[src/rtl/occupancy_pkg.sv]
// Shared definitions for the parking-lot occupancy path: inc_dec command
// codes (also used by Occupancy_Counter) and the gate FSM state encoding.
package occupancy_pkg;

  localparam logic [1:0] CMD_IDLE = 2'b00;
  localparam logic [1:0] CMD_INC  = 2'b10;
  localparam logic [1:0] CMD_DEC  = 2'b01;

  localparam logic [2:0] ST_IDLE       = 3'd0;
  localparam logic [2:0] ST_IN_A       = 3'd1;
  localparam logic [2:0] ST_IN_AB      = 3'd2;
  localparam logic [2:0] ST_IN_B       = 3'd3;
  localparam logic [2:0] ST_OUT_B      = 3'd4;
  localparam logic [2:0] ST_OUT_BA     = 3'd5;
  localparam logic [2:0] ST_OUT_A      = 3'd6;
  localparam logic [2:0] ST_CLEAR_WAIT = 3'd7;

endpackage

[src/rtl/sensor_debounce.sv]
// One beam sensor conditioner: 2-flop synchronizer, followed by a stability
// filter when GATE_DEBOUNCE_EN is defined. All flops reset to 1 (blocked) so
// a car standing in the beam at reset release is not treated as a passage.
module sensor_debounce #(
  parameter int DEBOUNCE_CYCLES = 4
) (
  input  logic clk,
  input  logic reset,
  input  logic raw,
  output logic filt
);

  if (DEBOUNCE_CYCLES < 2 || DEBOUNCE_CYCLES > 255) begin : g_bad_debounce
    $error("DEBOUNCE_CYCLES must be in 2..255");
  end

  logic sync_p0;
  logic sync_p1;

  // stage p0/p1: metastability synchronizer for the asynchronous beam input
  always_ff @(posedge clk or posedge reset) begin
    if (reset) begin
      sync_p0 <= 1'b1;
      sync_p1 <= 1'b1;
    end else begin
      sync_p0 <= raw;
      sync_p1 <= sync_p0;
    end
  end

`ifdef GATE_DEBOUNCE_EN
  localparam logic [7:0] CNT_LAST = 8'(DEBOUNCE_CYCLES - 1);

  logic       filt_p2;
  logic [7:0] stable_cnt;

  // stage p2: accept a new level only after it persists; any bounce restarts
  always_ff @(posedge clk or posedge reset) begin
    if (reset) begin
      filt_p2    <= 1'b1;
      stable_cnt <= 8'd0;
    end else if (sync_p1 != filt_p2) begin
      if (stable_cnt == CNT_LAST) begin
        filt_p2    <= sync_p1;
        stable_cnt <= 8'd0;
      end else begin
        stable_cnt <= stable_cnt + 8'd1;
      end
    end else begin
      stable_cnt <= 8'd0;
    end
  end

  assign filt = filt_p2;
`else
  assign filt = sync_p1;
`endif

endmodule

[src/rtl/gate_sensor_decoder.sv]
// Gate sensor decoder: turns the break/clear order of the street-side (A) and
// lot-side (B) beams into one-cycle increment/decrement commands. Partial
// passages and reversals emit nothing; two-bit jumps pulse fault and park the
// FSM in CLEAR_WAIT until both beams read clear.
// Optional feature macro: GATE_DEBOUNCE_EN (adds a per-sensor debounce filter).
module gate_sensor_decoder
  import occupancy_pkg::*;
#(
  parameter int DEBOUNCE_CYCLES = 4
) (
  input  logic       clk,
  input  logic       reset,
  input  logic       sensor_a,
  input  logic       sensor_b,
  output logic [1:0] inc_dec,
  output logic       fault,
  output logic       busy
);

  logic       a_filt;
  logic       b_filt;
  logic [2:0] state;
  logic [2:0] state_nxt;
  logic [1:0] cmd_nxt;
  logic       fault_nxt;

  sensor_debounce #(.DEBOUNCE_CYCLES(DEBOUNCE_CYCLES)) u_deb_a (
    .clk   (clk),
    .reset (reset),
    .raw   (sensor_a),
    .filt  (a_filt)
  );

  sensor_debounce #(.DEBOUNCE_CYCLES(DEBOUNCE_CYCLES)) u_deb_b (
    .clk   (clk),
    .reset (reset),
    .raw   (sensor_b),
    .filt  (b_filt)
  );

  // Returns {next_state, command, fault}. An unchanged code falls through to
  // the defaults (hold, idle, no fault); every single-bit neighbour is a legal
  // step or reversal, so only two-bit jumps are faults.
  function automatic logic [5:0] fsm_step(input logic [2:0] st, input logic [1:0] ab);
    logic [2:0] nxt;
    logic [1:0] cmd;
    logic       flt;
    nxt = st;
    cmd = CMD_IDLE;
    flt = 1'b0;
    case (st)
      ST_IDLE: begin
        case (ab)
          2'b10:   nxt = ST_IN_A;
          2'b01:   nxt = ST_OUT_B;
          2'b11:   begin nxt = ST_CLEAR_WAIT; flt = 1'b1; end
          default: ;
        endcase
      end
      ST_IN_A: begin
        case (ab)
          2'b11:   nxt = ST_IN_AB;
          2'b00:   nxt = ST_IDLE;
          2'b01:   begin nxt = ST_CLEAR_WAIT; flt = 1'b1; end
          default: ;
        endcase
      end
      ST_IN_AB: begin
        case (ab)
          2'b01:   nxt = ST_IN_B;
          2'b10:   nxt = ST_IN_A;
          2'b00:   begin nxt = ST_CLEAR_WAIT; flt = 1'b1; end
          default: ;
        endcase
      end
      ST_IN_B: begin
        case (ab)
          2'b00:   begin nxt = ST_IDLE; cmd = CMD_INC; end
          2'b11:   nxt = ST_IN_AB;
          2'b10:   begin nxt = ST_CLEAR_WAIT; flt = 1'b1; end
          default: ;
        endcase
      end
      ST_OUT_B: begin
        case (ab)
          2'b11:   nxt = ST_OUT_BA;
          2'b00:   nxt = ST_IDLE;
          2'b10:   begin nxt = ST_CLEAR_WAIT; flt = 1'b1; end
          default: ;
        endcase
      end
      ST_OUT_BA: begin
        case (ab)
          2'b10:   nxt = ST_OUT_A;
          2'b01:   nxt = ST_OUT_B;
          2'b00:   begin nxt = ST_CLEAR_WAIT; flt = 1'b1; end
          default: ;
        endcase
      end
      ST_OUT_A: begin
        case (ab)
          2'b00:   begin nxt = ST_IDLE; cmd = CMD_DEC; end
          2'b11:   nxt = ST_OUT_BA;
          2'b01:   begin nxt = ST_CLEAR_WAIT; flt = 1'b1; end
          default: ;
        endcase
      end
      ST_CLEAR_WAIT: begin
        if (ab == 2'b00) nxt = ST_IDLE;
      end
      default: nxt = ST_CLEAR_WAIT;
    endcase
    return {nxt, cmd, flt};
  endfunction

  always_comb begin
    {state_nxt, cmd_nxt, fault_nxt} = fsm_step(state, {a_filt, b_filt});
  end

  // FSM + output register stage: commands, fault and busy are all registered
  always_ff @(posedge clk or posedge reset) begin
    if (reset) begin
      state   <= ST_CLEAR_WAIT;
      inc_dec <= CMD_IDLE;
      fault   <= 1'b0;
      busy    <= 1'b1;
    end else begin
      state   <= state_nxt;
      inc_dec <= cmd_nxt;
      fault   <= fault_nxt;
      busy    <= (state_nxt != ST_IDLE);
    end
  end

endmodule

[config.mk]
export PLATFORM = sky130hd
export DESIGN_NAME = gate_sensor_decoder
export DESIGN_NICKNAME = d
export VERILOG_FILES = /design/src/rtl/occupancy_pkg.sv /design/src/rtl/sensor_debounce.sv /design/src/rtl/gate_sensor_decoder.sv
export SDC_FILE = /design/constraint.sdc
export NUM_CORES = 1
export LEC_CHECK = 0
export CELL_PAD_IN_SITES_DETAIL_PLACEMENT = 0
export CELL_PAD_IN_SITES_GLOBAL_PLACEMENT = 1
export CORE_UTILIZATION = 40
export CTS_CLUSTER_SIZE = 20
export DETAILED_ROUTE_END_ITERATION = 6
export PLACE_DENSITY_LB_ADDON = 0.1
export RECOVER_POWER = 50
export SYNTH_ARGS = -nofsm -noshare
export SYNTH_HDL_FRONTEND = slang
export SYNTH_SLANG_ARGS = --single-unit
[constraint.sdc]
create_clock -name clk -period 1.3 [get_ports clk]
set_input_delay 0.13 -clock clk [delete_from_list [all_inputs] [get_ports clk]]
set_output_delay 0.13 -clock clk [all_outputs]
set_load 0.01 [all_outputs]
==> metrics, run 1 <==
routed vias/inst 5.13; vias in the first global route approximately 400; Setup TNS 0 ps; CTS root buffer clkbuf_4; WP data arrival ~1500 ps; Max Cap Viol 0; largest net degree at the start of global routing 14; Setup crit end kind flop; Fmax achieved approximately 780 MHz; RSZ-0062 raised after global routing yes; layout cells sized above 1 0.347; num ports 8; Leak 0.351 nW; worst ir drop on vdd between 0.9 and 1 mV; Syn-to-layout area delta 24.4%; Slew Limit Fails 0; minimum clock period around 1300 ps; NetSw 0.498 mW; max_slew headroom 0.712; clk buf depth 2; CP Launch Type flop; antenna diode count 0; die area ~0.0017 sq mm; remaining antenna violation count 0; status completed; sequential share of power 0.455; TritonCTS Buffers 3; H-tree depth 1; Sw Ratio 0.363; overall routing resource usage 0.167; Ys Warns 0; synthesized instance count 60; via count between 400 and 500; initial antenna violation count 0; Die X about 40 microns; first-pass GRT wire length roughly 1.8 mm; Sinks on Clock Net 11; Slew @ Worst Pin between 400 and 500 ps; syn_nets 64; pwr dens roughly 1800 mW/mm^2; Internal Power between 0.8 and 0.9 mW; Final Cycle Share 0.992; WL final between 1 and 1.5 mm; fin util 0.560; FP Rows 13; placer congestion estimate 0.639; initial core utilization 0.450; fin nets 77; Post-Syn Area approximately 600 sq um; die height 41.2 microns; total grt overflow 0; Fin Hold WS 284 ps; worst skew pair latency about 280 ps; Final Hold Fails 0; DPL Wire Length between 700 and 800 microns; Unique masters post-synth 31; CP required around 1500 ps; clock slew at reported path FFs around 80 ps; crit path max fanout 6; pre-CTS setup slack -7.02 ps; drt initial violations 5; post-route setup slack about 10 ps; crit path kind reg2reg; TritonCTS clock tree built; combinational fraction of design power 0.366; hold_buf cts 0; worst min path class in2async; TritonRoute pass-1 iters 3; sequential share of the synthesized area 0.464; Synth Register Bits 11; core area about 0.0014 sq mm; Worst Clk Skew ~4.7 ps; Port Buffers 7; # setup viols final 0; Avg Inst Size Synth just over 10 sq um; DRC errors left 0; drt wl/cell 12.7 microns; Clock power frac 0.179
## critical path: stages (launching register included)
cell,delay (ps)
dfstp_2,590
and2b_1,190
or3b_1,350
nand4_1,100
## flip-flops by register name, summed over array words and instances, names as in the netlist
register         count
state                3
u_deb_a.filt         1
u_deb_b.sync_p0      1
u_deb_b.filt         1
inc_dec              2
fault                1
u_deb_a.sync_p0      1
busy                 1
## routing by layer
layer / track usage / wire (microns) / vias to the layer above
met2: 0.234 / 496 / 7
met5: 0 / 0 / -
li1: - / - / 229
met1: 0.235 / 561 / 206
met4: 0.0968 / 19 / 0
met3: 0.0326 / 28 / 4
## power by group through the flow
stage,Clock (mW),Combinational [mW],Sequential [mW]
2_1_floorplan,0,0.425,0.533
3_3_place_gp,0,0.501,0.636
3_5_place_dp,0,0.506,0.633
4_1_cts,0.254,0.507,0.626
5_1_grt,0.260,0.555,0.650
6_report,0.246,0.502,0.624
## area by class of cell
cell class,count,area (sq um)
repair buffers,14,139
multi-input cells,41,287
flip-flops and latches,11,285
fillers,132,602
inverters,2,7.51
clock buffers,3,22.5
clock inverters,1,5.00
well taps,15,18.8
## Yosys cell counts (all sizes together)
cell type | number | area, sq um
nor4b | 1 | 8.76
dfrtp | 3 | 75.1
and3 | 1 | 6.26
a21boi | 1 | 7.51
nor2 | 3 | 11.3
o21ai | 6 | 30.0
nand4 | 2 | 12.5
nor3b | 2 | 20.0
o21bai | 1 | 7.51
mux2i | 1 | 10.0
nand2b | 1 | 6.26
o211ai | 1 | 7.51
a21oi | 2 | 10.0
dfstp | 8 | 210
nor3 | 1 | 5.00
or3b | 1 | 8.76
nor2b | 5 | 31.3
and3b | 1 | 8.76
nand2 | 4 | 15.0
and4bb | 1 | 12.5
and2 | 2 | 13.8
o221ai | 1 | 8.76
and2b | 1 | 7.51
xor2 | 1 | 16.3
inv | 2 | 7.51
buf | 6 | 41.3
a221oi | 1 | 15.0
## layout by cell type, fill, tap and decap left out, drive strengths merged, types with 2 or more instances in the layout
cell,synthesis,routed
dfstp,8,8
buf,6,7
o21ai,6,6
nor2b,5,5
nand2,4,4
nor2,3,3
clkbuf,0,3
dfrtp,3,3
dlygate4sd3,0,3
nand4,2,2
inv,2,2
a21oi,2,2
dlymetal6s2s,0,2
and2,2,2
nor3b,2,2
## repair_timing
| item | CTS | global route |
|---|---|---|
| buffers inserted | 1 | 1 |
| endpoints found under the setup margin | 2 | 5 |
| resized for setup | 1 | 3 |
## per-stage QoR
| stage | area [sq um] | total power [mW] | std cells |
|---|---|---|---|
| CTS | 746 | 1.39 | 86 |
| finish | 764 | 1.37 | 87 |
| detailed placement | 712 | 1.14 | 81 |
| floorplan | 614 | 0.957 | 60 |
| global placement | 712 | 1.14 | 81 |
| global route | 764 | 1.47 | 87 |
## final timing paths
check	startpoint	to	slack, ps	cells after the start
min reg2reg	u_deb_b.sync_p0$_DFF_PP1_	u_deb_b.filt$_DFF_PP1_	360	0
max reg2reg	u_deb_b.filt$_DFF_PP1_	state[0]$_DFF_PP1_	10	3
max	u_deb_b.filt$_DFF_PP1_	state[0]$_DFF_PP1_	10	3
min in group clk	u_deb_b.sync_p0$_DFF_PP1_	u_deb_b.filt$_DFF_PP1_	360	0
max in group asynchronous	reset	busy$_DFF_PP1_	690	2
min	reset	fault$_DFF_PP0_	280	2
## logic make-up (layout without fill, tap and decap cells)
group                     count (synthesis)  count (layout)  synth area share
and+or+nand+nor                          26              26             0.273
AOI/OAI and AO/OA                        13              13             0.141
DFF                                      11              11             0.464
buffers and inverters                     8              20            0.0794
xor gates and xnor gates                  1               1            0.0265
muxes                                     1               1            0.0163
(Power assumes the default switching activity.)
==> run 2, diff against run 1 <==
Settings changed: PLACE_DENSITY_LB_ADDON 0.1 to 0.2.
==> run 2 against run 1 <==
Net effect:
- first-iteration DRC count rose by 120%
- final area is 2.9% lower
- clock skew fell by 3.7 ps
- power is 2.6% lower
- combinational power decreased by 5.8%
- sequential share of layout area rose by 1.1 points
- die area did not move
- setup slack better by 2.1 ps
- global-route usage is 1.3 points higher
- critical endpoint unchanged
- highest routed layer unchanged
==> metrics, run 2 (synthesized netlist as in run 1, its figures left out) <==
worst skew pair latency 270 ps (was 280 ps); worst ir drop on vdd 0.911 mV (was 0.974 mV); pre-CTS setup slack 21.2 ps (was -7.02 ps); via count 453 (was 446); Final Hold Fails 0 (unchanged); crit path from u_deb_b.filt$_DFF_PP1_ (unchanged); routed vias/inst 5.33 (was 5.13); WL final 1.15 mm (was 1.11 mm); drt initial violations 11 (was 5); TritonRoute pass-1 iters 4 (was 3); Clock power frac 0.181 (was 0.179); Setup crit end kind flop (unchanged); worst r2r src u_deb_b.filt$_DFF_PP1_ (unchanged); Syn-to-layout area delta 20.8% (was 24.4%); FP Rows 13 (unchanged); core area 0.00137 sq mm (unchanged); CP Launch Type flop (unchanged); Final Cycle Share 0.990 (was 0.992); post-route setup slack 12.5 ps (was 10.4 ps); max_slew headroom 0.723 (was 0.712); most frequent cells in the layout 8 x dfstp_2, 6 x o21ai_0, 5 x nor2b_1, 4 x nand2_1 (was 8 x dfstp_2, 6 x o21ai_0, 6 x buf_4, 5 x nor2b_1, 4 x nand2_1); layout cells sized above 1 0.300 (was 0.347); drt wl/cell 13.5 microns (was 12.7 microns); H-tree depth 1 (unchanged); first-pass GRT wire length 1.84 mm (was 1.76 mm); worst r2r dst state[0]$_DFF_PP1_ (unchanged); Sw Ratio 0.363 (about the same); vias in the first global route 412 (was 396); combinational fraction of design power 0.354 (was 0.366); fin nets 75 (was 77); Slew @ Worst Pin 415 ps (was 431 ps); NetSw 0.485 mW (was 0.498 mW); Sinks on Clock Net 11 (unchanged); num ports 8 (unchanged); hold_buf cts 0 (unchanged); Leak 0.354 nW (was 0.351 nW); # setup viols final 0 (unchanged); total grt overflow 0 (unchanged); crit path kind reg2reg (unchanged); die area 0.00170 sq mm (unchanged); status completed (unchanged); most common cell after layout, fill and taps aside dfstp_2 (unchanged); initial antenna violation count 0 (unchanged); crit path max fanout 5 (was 6); sequential share of power 0.465 (was 0.455); RSZ-0062 raised after global routing yes (unchanged); DRC errors left 0 (unchanged); WP data arrival 1500 ps (was 1510 ps); initial core utilization 0.450 (unchanged); CP required 1520 ps (about the same); minimum clock period 1290 ps (about the same); TritonCTS Buffers 3 (unchanged); DPL Wire Length 764 microns (was 783 microns); Die X 41.2 microns (unchanged); number of flip-flops in the largest register 3 (unchanged); clk buf depth 2 (unchanged); Port Buffers 7 (unchanged); overall routing resource usage 0.180 (was 0.167); dpl cells 80 (was 81); Largest regs state x3, inc_dec x2 (unchanged); pwr dens 1800 mW/mm^2 (was 1790 mW/mm^2); Internal Power 0.851 mW (was 0.874 mW); Top reg by flops state (unchanged); Setup TNS 0 ps (unchanged); Worst R2R Path Depth 3 (unchanged); placer congestion estimate 0.688 (was 0.639); Fmax achieved 777 MHz (was 775 MHz); clock slew at reported path FFs 70 ps (was 80 ps); R2R Setup Slk 10 ps (about the same); Critical Path End state[0]$_DFF_PP1_ (unchanged); Worst Clk Skew 1.00 ps (was 4.69 ps); largest net degree at the start of global routing 14 (unchanged); Max Cap Viol 0 (unchanged); Slew Limit Fails 0 (unchanged); TritonCTS clock tree built (unchanged); CTS root buffer clkbuf_4 (unchanged); fin cells 85 (was 87); worst min path class in2async (unchanged); remaining antenna violation count 0 (unchanged); Fill cells 130 (was 132); antenna diode count 0 (unchanged); die height 41.2 microns (unchanged)
## run 2: cell count changes in the layout (fill, tap and decap cells not counted), sizes merged
cell | previous run | this run
clkdlybuf4s50 | 1 | 0
clkbuf | 3 | 5
buf | 7 | 4
dlymetal6s2s | 2 | 3
clkinv | 1 | 0
## run 2: final cells by class
class / instances / area [sq um] / share of cell area
timing repair buffer: 12 / 124 / 0.167
sequential: 11 / 285 / 0.384
multi-input combinational: 41 / 280 / 0.378
inverter: 2 / 7.51 / 0.0101
tap: 15 / 18.8 / 0.0253
clock buffer: 4 / 26.3 / 0.0354
## run 2: per-layer routing
| layer | vias to the layer above | global-route usage | wire length [microns] |
|---|---|---|---|
| met3 | 2 | 0.0924 | 71 |
| met2 | 10 | 0.293 | 504 |
| met4 | 0 | 0.0968 | 13 |
| li1 | 228 | - | - |
| met1 | 213 | 0.186 | 561 |
| met5 | - | 0 | 0 |
## run 2: how the worst min path moves through the flow
stage	start	endpoint	slack, ps
after floorplan	reset	fault$_DFF_PP0_	-20
after global placement	u_deb_a.sync_p0$_DFF_PP1_	u_deb_a.filt$_DFF_PP1_	350
after detailed placement	u_deb_b.sync_p0$_DFF_PP1_	u_deb_b.filt$_DFF_PP1_	350
after CTS	reset	inc_dec[0]$_DFF_PP0_	150
after global routing	reset	inc_dec[0]$_DFF_PP0_	350
final	reset	inc_dec[0]$_DFF_PP0_	280
## run 2: stage by stage
step                      cell area (sq um)  power (mW)   util  hold slack (ps)
after global routing                    742        1.43  0.543              346
final                                   742        1.34  0.543              279
after floorplan                         614       0.957      -            -23.3
after detailed placement                704        1.10  0.516              353
after CTS                               729        1.34  0.534              152
after global placement                  704        1.10  0.516              347
## run 2: critical path, cell delays in order, from the launching register on
cell and delay, ps:
dfstp_2 580, and2b_1 200, or3b_1 350, nand4_1 100
## run 2: what timing repair did
action	in CTS	in global routing
endpoints found under the hold margin	0	0
buffers inserted	0	1
resized for setup	1	4
endpoints found under the setup margin	1	6
pin swaps	0	1
gates cloned	0	0
## run 2: power groups by stage
stage / clock network [mW] / logic (mW) / registers, mW
floorplan: 0 / 0.425 / 0.533
global placement: 0 / 0.458 / 0.642
detailed placement: 0 / 0.460 / 0.638
CTS: 0.247 / 0.458 / 0.632
global route: 0.261 / 0.526 / 0.643
finish: 0.242 / 0.473 / 0.622
==> run 3, diff against run 2 <==
Settings changed: GPL_TIMING_DRIVEN set to 0.
==> run 3 against run 2 <==
Net effect:
- setup slack better by 8.8 ps
- critical path depth is 1 higher
- fmax is 0.69% higher
- utilization is 2.5 points higher
- clock power is 5% lower
- worst hold slack worse by 3.0 ps
- die area stayed put
- clock skew is 0.91 ps higher
- critical endpoint is now fault$_DFF_PP0_
- largest cell class is now multi-input gates
==> metrics, run 3 (synthesized netlist as in run 1, its figures left out) <==
WL final 1.17 mm (was 1.15 mm); fin cells 88 (was 85); clk buf depth 2 (unchanged); Slew @ Worst Pin 398 ps (was 415 ps); largest net degree at the start of global routing 12 (was 14); worst ir drop on vdd 1.01 mV (was 0.911 mV); routed vias/inst 5.20 (was 5.33); DRC errors left 0 (unchanged); Port Buffers 7 (unchanged); clock slew at reported path FFs 70 ps (about the same); R2R Setup Slk 20 ps (was 10 ps); DPL Wire Length 794 microns (was 764 microns); drt wl/cell 13.3 microns (was 13.5 microns); via count 458 (was 453); fin nets 78 (was 75); most frequent cells in the layout 8 x dfstp_2, 6 x o21ai_0, 5 x nor2b_1, 4 x nand2_1, 4 x clkbuf_4 (was 8 x dfstp_2, 6 x o21ai_0, 5 x nor2b_1, 4 x nand2_1); Sinks on Clock Net 11 (unchanged); total design power 1.39 mW (was 1.34 mW); Final Cycle Share 0.984 (was 0.990); area of placed instances 703 sq um (was 704 sq um); WP data arrival 1430 ps (was 1500 ps); initial core utilization 0.450 (unchanged); layout cells sized above 1 0.329 (was 0.300); crit path max fanout 10 (was 5); CP Launch Type flop (unchanged); slowest CP cell dfstp_2 (unchanged); placer congestion estimate 0.776 (was 0.688); max_slew headroom 0.734 (was 0.723); crit-path cells buf_6 > nor3b_2 > a221oi_2 > a21oi_1 (was and2b_1 > or3b_1 > nand4_1); TritonCTS Buffers 3 (unchanged); pwr dens 1790 mW/mm^2 (was 1800 mW/mm^2); hold_buf cts 0 (unchanged); TritonCTS clock tree built (unchanged); Largest regs state x3, inc_dec x2 (unchanged); Max Cap Viol 0 (unchanged); worst min path class in2async (unchanged); dpl cells 82 (was 80); TritonRoute pass-1 iters 2 (was 4); CTS root buffer clkbuf_4 (unchanged); core area 0.00137 sq mm (unchanged); Slew Limit Fails 0 (unchanged); Post-Layout Inst Area 776 sq um (was 742 sq um); Slowest Stage Delay on Critical Path 610 ps (was 580 ps); Fin Hold WS 276 ps (was 279 ps); minimum clock period 1280 ps (was 1290 ps); Leak 0.353 nW (was 0.354 nW); antenna diode count 0 (unchanged); crit path kind reg2reg (unchanged); drt initial violations 7 (was 11); worst skew pair latency 270 ps (about the same); Setup crit end kind flop (unchanged); Die X 41.2 microns (unchanged); die area 0.00170 sq mm (unchanged); Final Hold Fails 0 (unchanged); # setup viols final 0 (unchanged); num ports 8 (unchanged); Top reg by flops state (unchanged); Fmax achieved 782 MHz (was 777 MHz); most common cell after layout, fill and taps aside dfstp_2 (unchanged); Syn-to-layout area delta 26.3% (was 20.8%); overall routing resource usage 0.171 (was 0.180); Worst Clk Skew 1.91 ps (was 1.00 ps); initial antenna violation count 0 (unchanged); CP required 1450 ps (was 1520 ps); post-route setup slack 21.3 ps (was 12.5 ps); H-tree depth 1 (unchanged); remaining antenna violation count 0 (unchanged); status completed (unchanged); number of flip-flops in the largest register 3 (unchanged); Worst R2R Path Depth 4 (was 3); total grt overflow 0 (unchanged); pre-CTS setup slack -72.9 ps (was 21.2 ps); die height 41.2 microns (unchanged); vias in the first global route 415 (was 412); RSZ-0062 raised after global routing yes (unchanged); first-pass GRT wire length 1.81 mm (was 1.84 mm); FP Rows 13 (unchanged)
run 3: cell count changes in the layout (fill, tap and decap cells not counted):
cell / before / now
buf_12: 1 / 0
clkbuf_2: 1 / 0
xor2_2: 1 / 0
clkbuf_4: 3 / 4
buf_6: 0 / 2
xor2_4: 0 / 1
buf_8: 0 / 1
buf_2: 0 / 1
dlymetal6s2s_1: 3 / 2
clkdlybuf4s50_1: 0 / 1
run 3: through the flow:
stage / setup TNS, ps / utilization
2_1_floorplan: 0 / -
3_3_place_gp: -43.3 / 0.515
3_5_place_dp: -72.9 / 0.515
4_1_cts: 0 / 0.543
5_1_grt: -23.5 / 0.568
6_report: 0 / 0.568
run 3: layout make-up:
type	instances	area (sq um)
fillers	130	591
well taps	15	18.8
plain buffers	5	50.0
clock buffers	4	26.3
multi-input cells	41	292
repair buffers	10	96.3
inverters	2	7.51
flip-flops and latches	11	285
run 3: critical path: cells and delay by family (launching register included):
kind,cells,cell delay (ps)
buffers and inverters,1,160
AND/OR/NAND/NOR,1,60
flip-flops,1,610
AO/OA/AOI/OAI,2,340
run 3: repair_timing:
item                                    4_1_cts  5_1_grt
pin swaps                                     0        1
setup buffers                                 0        3
endpoints found under the setup margin        2        4
cloned                                        0        0
gates resized for setup                       4        5
run 3: worst paths after layout:
kind                                                start                     end
worst max-delay path                   state[2]$_DFF_PP1_         fault$_DFF_PP0_
worst min-delay path                                reset    inc_dec[1]$_DFF_PP0_
worst max register to register         state[2]$_DFF_PP1_         fault$_DFF_PP0_
worst min register to register  u_deb_a.sync_p0$_DFF_PP1_  u_deb_a.filt$_DFF_PP1_
max in group asynchronous                           reset          busy$_DFF_PP1_
min in group clk                u_deb_a.sync_p0$_DFF_PP1_  u_deb_a.filt$_DFF_PP1_
run 3: power by group:
| part | leakage [nW] | internal, mW | switching [mW] |
|---|---|---|---|
| clock network | 0.0150 | 0.119 | 0.110 |
| registers | 0.124 | 0.468 | 0.0750 |
| logic | 0.214 | 0.306 | 0.309 |
run 3: layer usage:
| layer | vias to the layer above | wire, microns | global-route usage |
|---|---|---|---|
| met3 | 2 | 69 | 0.103 |
| li1 | 231 | - | - |
| met4 | 0 | 9 | 0.0242 |
| met5 | - | 0 | 0 |
| met2 | 10 | 528 | 0.270 |
| met1 | 215 | 560 | 0.204 |
==> patch 1 (flow settings as in run 3) <==
The option `GATE_DEBOUNCE_EN` is turned on by a define.
--- a/src/rtl/sensor_debounce.sv
+++ b/src/rtl/sensor_debounce.sv
@@ -1,6 +1,8 @@
 // One beam sensor conditioner: 2-flop synchronizer, followed by a stability
 // filter when GATE_DEBOUNCE_EN is defined. All flops reset to 1 (blocked) so
 // a car standing in the beam at reset release is not treated as a passage.
+`define GATE_DEBOUNCE_EN
+
 module sensor_debounce #(
   parameter int DEBOUNCE_CYCLES = 4
 ) (
Behaviour: not the same (Yosys sat finds a counterexample within 4 cycles, from zero or initial values and one cycle with reset high).
==> patch 1 against run 3 <==
- final area rose by 140%
- global-route usage shrank 1.2 points
- area after synthesis rose by 130%
- sequential cell count grew 18
- the flow now finishes with violations (negative setup slack)
- via count is 120% higher
- core utilization shrank 1.7 points
- wire length grew 130%
- largest power group unchanged
- clock skew is 4.6 ps higher
- power grew to 2.9 times the old value
- die area rose by 120%
- highest routed layer unchanged
- sequential power rose to 2.5 times the old value
- setup slack lost 210 ps
==> patch 1: results (changes against run 3) <==
* Routed wire length at 2.64 mm (was 1.17 mm)
* Type of the worst min-delay path: input port to register (was input port to async pin)
* Design area at 0.00185 mm2 (was 776 um2)
* Vias in the first global route at 985 (was 415)
* Leak at 0.822 nW (was 0.353 nW)
* Met1 GRT Util at 20.0% (was 20.4%)
* Met3 Use GR at 5.67% (was 10.3%)
* Post-CTS setup buffers at 9 (was 0)
* First-pass GRT wire length at 4.25 mm (was 1.81 mm)
* Clock root buffer: clkbuf_4 (unchanged)
* Top post-synthesis cells by area: dfrtp_1 (34%), dfstp_2 (19%), xor2_1 (5.6%) (was dfstp_2 (34%), dfrtp_1 (12%), nor2b_1 (5.1%))
* Worst skew pair latency at 320 ps (was 270 ps)
* Sequential share of the synthesized area at 52.2% (was 46.4%)
* Final setup viols at 5 (was 0)
* Post-DP HPWL at 1.61 mm (was 794 um)
* Placer Congestion at 0.744 (was 0.776)
* Synth unique cells at 36 (was 31)
* Clock skew at 6.56 ps (was 1.91 ps)
* Crit. Startpoint: state[0]$_DFF_PP1_ (was state[2]$_DFF_PP1_)
* Share of layout cells above drive strength 1 at 39.1% (was 32.9%)
* Iter 0 DRT Violations at 41 (was 7)
* Initial antenna violation count at 0 (unchanged)
* Synth Net Count at 140 (was 64)
* Final hold slack at 347 ps (was 276 ps)
* Worst-path fanout max at 3 (was 10)
* Post-synth top cells: dfrtp_1 (19), nor2_1 (18), dfstp_2 (10), nand3_1 (9), xor2_1 (9) (was dfstp_2 (8), o21ai_0 (6), nor2b_1 (5), nand2_1 (4))
* Global Route met2 Usage at 24.7% (was 27.0%)
* Mean Syn Cell Area at 10.6 um2 (was 10.2 um2)
* All-Layer GR Usage at 15.9% (was 17.1%)
* Met2 wire len at 1.32 mm (was 528 um)
* Vias at 1020 (was 458)
* Status: finished, violations left (was complete, no violations)
* CTS resizes at 19 (was 4)
* Final total negative setup slack at -318 ps (was 0 ps)
* Placed Area at 0.00156 mm2 (was 703 um2)
* Setup slack after layout at -188 ps (was 21.3 ps)
* Final-stage net count at 166 (was 78)
* Violated checks: negative setup slack
* Fill cell count at 304 (was 130)
* Measured slew at the worst slew-check pin at 1050 ps (was 398 ps)
* Largest net degree at the start of global routing at 30 (was 12)
* Routed wire length on met3 at 83 um (was 69 um)
* Top Registers: u_deb_a.stable_cnt x8, u_deb_b.stable_cnt x8, state x3 (was state x3, inc_dec x2)
-- patch 1: final cells by class --
type / count / share of cell area [%]
plain buffers: 5 / 3.24
clock buffers: 8 / 3.17
inverters: 4 / 0.810
multi-input cells: 95 / 40.9
flip-flops and latches: 29 / 39.8
well taps: 46 / 3.11
repair buffers: 20 / 8.98
-- patch 1: cell families (layout without fill, tap and decap cells) --
kind of cell	count (synthesis)	count (layout)	synth area share (%)
and+or+nand+nor	59	59	21.8
DFF	29	29	52.2
AOI/OAI and AO/OA	15	15	6.98
xor gates and xnor gates	15	15	9.28
buffers and inverters	10	37	4.86
muxes	4	4	3.09
adders and majority gates	2	2	1.77
-- patch 1: report_power, final --
part	switching (mW)	leakage, nW	internal, mW
Combinational	0.964	0.425	1.10
Clock	0.282	0.0326	0.266
Sequential	0.185	0.364	1.17
Total	1.43	0.822	2.54
-- patch 1: critical path, cell delays in order, from the launching register on --
cell and delay (ps):
dfstp_2 540, and2b_2 240, a22oi_2 160, o2111ai_2 140
or3_1 330
==> patch 2 (settings of run 3) <==
Made on the original files. Register the output `fault` once more; this adds one clock of latency there. The other outputs are not delayed to match. Comments in the files are not updated.
--- a/src/rtl/gate_sensor_decoder.sv
+++ b/src/rtl/gate_sensor_decoder.sv
@@ -16,6 +16,8 @@
   output logic       fault,
   output logic       busy
 );
+
+  logic fault_s0;
 
   logic       a_filt;
   logic       b_filt;
@@ -122,15 +124,19 @@
     if (reset) begin
       state   <= ST_CLEAR_WAIT;
       inc_dec <= CMD_IDLE;
-      fault   <= 1'b0;
+      fault_s0 <= 1'b0;
       busy    <= 1'b1;
     end else begin
       state   <= state_nxt;
       inc_dec <= cmd_nxt;
-      fault   <= fault_nxt;
+      fault_s0 <= fault_nxt;
       busy    <= (state_nxt != ST_IDLE);
     end
   end
 
+  always_ff @(posedge clk) begin
+    fault <= fault_s0;
+  end
+
 endmodule
 
Function: changed (a bounded check fails within 10 cycles, from zero or initial values and one cycle with reset high).
==> patch 2 against run 3 <==
- setup slack gained 17 ps
- critical path type unchanged
- clock skew decreased by 1.3 ps
- die area is 3.1% higher
- wire length grew 1.1%
- final area is 4.7% higher
- sequential cell count rose by 1
- hold slack gained 20 ps
- global-route usage down 1.6 points
- area after synthesis grew 3.3%
- power rose by 12%
==> patch 2: results (changes against run 3) <==
* Leak at 0.341 nW (was 0.353 nW)
* Met2 wire len at 509 um (was 528 um)
* Vias in the first global route at 446 (was 415)
* Iter 0 DRT Violations at 9 (was 7)
* Status: complete, no violations (unchanged)
* Critical path's top delay family: simple AND/OR/NAND/NOR gates (was flip-flops)
* Post-synthesis cell count at 61 (was 60)
* Final-stage net count at 79 (was 78)
* Clock skew at 0.595 ps (was 1.91 ps)
* Sequential share of the synthesized area at 48.1% (was 46.4%)
* DR vias/cell at 5.21 (was 5.20)
* Post-synth ARST share at 91.7% (was 100%)
* Relative slew slack at 71.3% (was 73.4%)
* Worst-path fanout max at 3 (was 10)
* Share of layout cells above drive strength 1 at 35.1% (was 32.9%)
* XOR/XNOR Fraction of Synth Area at 2.56% (was 2.65%)
* Area delta synth->final at 28.0% (was 26.3%)
* Top post-synthesis cells by area: dfstp_2 (33%), dfrtp_1 (12%), nor2b_1 (4.9%) (was dfstp_2 (34%), dfrtp_1 (12%), nor2b_1 (5.1%))
* Largest net degree at the start of global routing at 12 (unchanged)
* Synth unique cells at 32 (was 31)
* All-Layer GR Usage at 15.5% (was 17.1%)
* Vias at 469 (was 458)
* Wire per inst at 13.1 um (was 13.3 um)
* Arrival @ worst endpoint at 1470 ps (was 1430 ps)
* Synth Net Count at 65 (was 64)
* Post-DP HPWL at 785 um (was 794 um)
* Inst Count DP at 84 (was 82)
* Synth Area in Compound Gates at 13.6% (was 14.1%)
* Placed Area at 724 um2 (was 703 um2)
* Routed wire length on met3 at 56 um (was 69 um)
* First-pass GRT wire length at 2.02 mm (was 1.81 mm)
* Fill cell count at 128 (was 130)
* Multiplexer area fraction after synthesis at 1.58% (was 1.63%)
* Post-Synth Adder-Cell Area at 0% (unchanged)
* Placer Congestion at 0.678 (was 0.776)
* VDD IR max at 1.00 mV (was 1.01 mV)
[patch 2: cell count changes after synthesis]
cell     before  now
dfxtp_1       0    1
[patch 2: worst paths after layout]
kind / slack, ps / cells after the start / startpoint / endpoint
setup / recovery: 40 / 3 / u_deb_b.filt$_DFF_PP1_ / state[0]$_DFF_PP1_
hold / removal: 300 / 2 / reset / inc_dec[0]$_DFF_PP0_
setup reg to reg: 40 / 3 / u_deb_b.filt$_DFF_PP1_ / state[0]$_DFF_PP1_
hold reg to reg: 350 / 0 / fault_s0$_DFF_PP0_ / fault$_DFF_P_
max in group asynchronous: 670 / 2 / reset / state[0]$_DFF_PP1_
min in group clk: 350 / 0 / fault_s0$_DFF_PP0_ / fault$_DFF_P_
[patch 2: cell type report]
class | instances | area share (%)
multi-input combinational | 41 | 36.2
sequential | 12 | 37.6
timing repair buffer | 10 | 12.8
clock buffer | 4 | 4.47
buffer | 5 | 5.55
tap | 16 | 2.47
inverter | 2 | 0.924
[patch 2: report_power, final]
group,total (mW),internal [mW],switching (mW)
combinational,0.677,0.355,0.322
clock,0.289,0.170,0.118
sequential,0.582,0.513,0.0695
[patch 2: routing by layer]
metal,up-vias,global-route usage (%)
li1,237,-
met1,216,20.8
met2,14,23.1
met3,2,6.52
met4,0,3.87
met5,-,0
[patch 2: through the flow]
| step | total power, mW | setup WS (ps) |
|---|---|---|
| 2_1_floorplan | 1.01 | 68.6 |
| 3_3_place_gp | 1.17 | -68.4 |
| 3_5_place_dp | 1.16 | -53.9 |
| 4_1_cts | 1.48 | 6.15 |
| 5_1_grt | 1.66 | -16.5 |
| 6_report | 1.55 | 38.6 |
[patch 2: what timing repair did]
action,4_1_cts,5_1_grt
setup endpoints to repair,3,4
resized for setup,3,4
buffers inserted,1,2
pin swaps,0,4
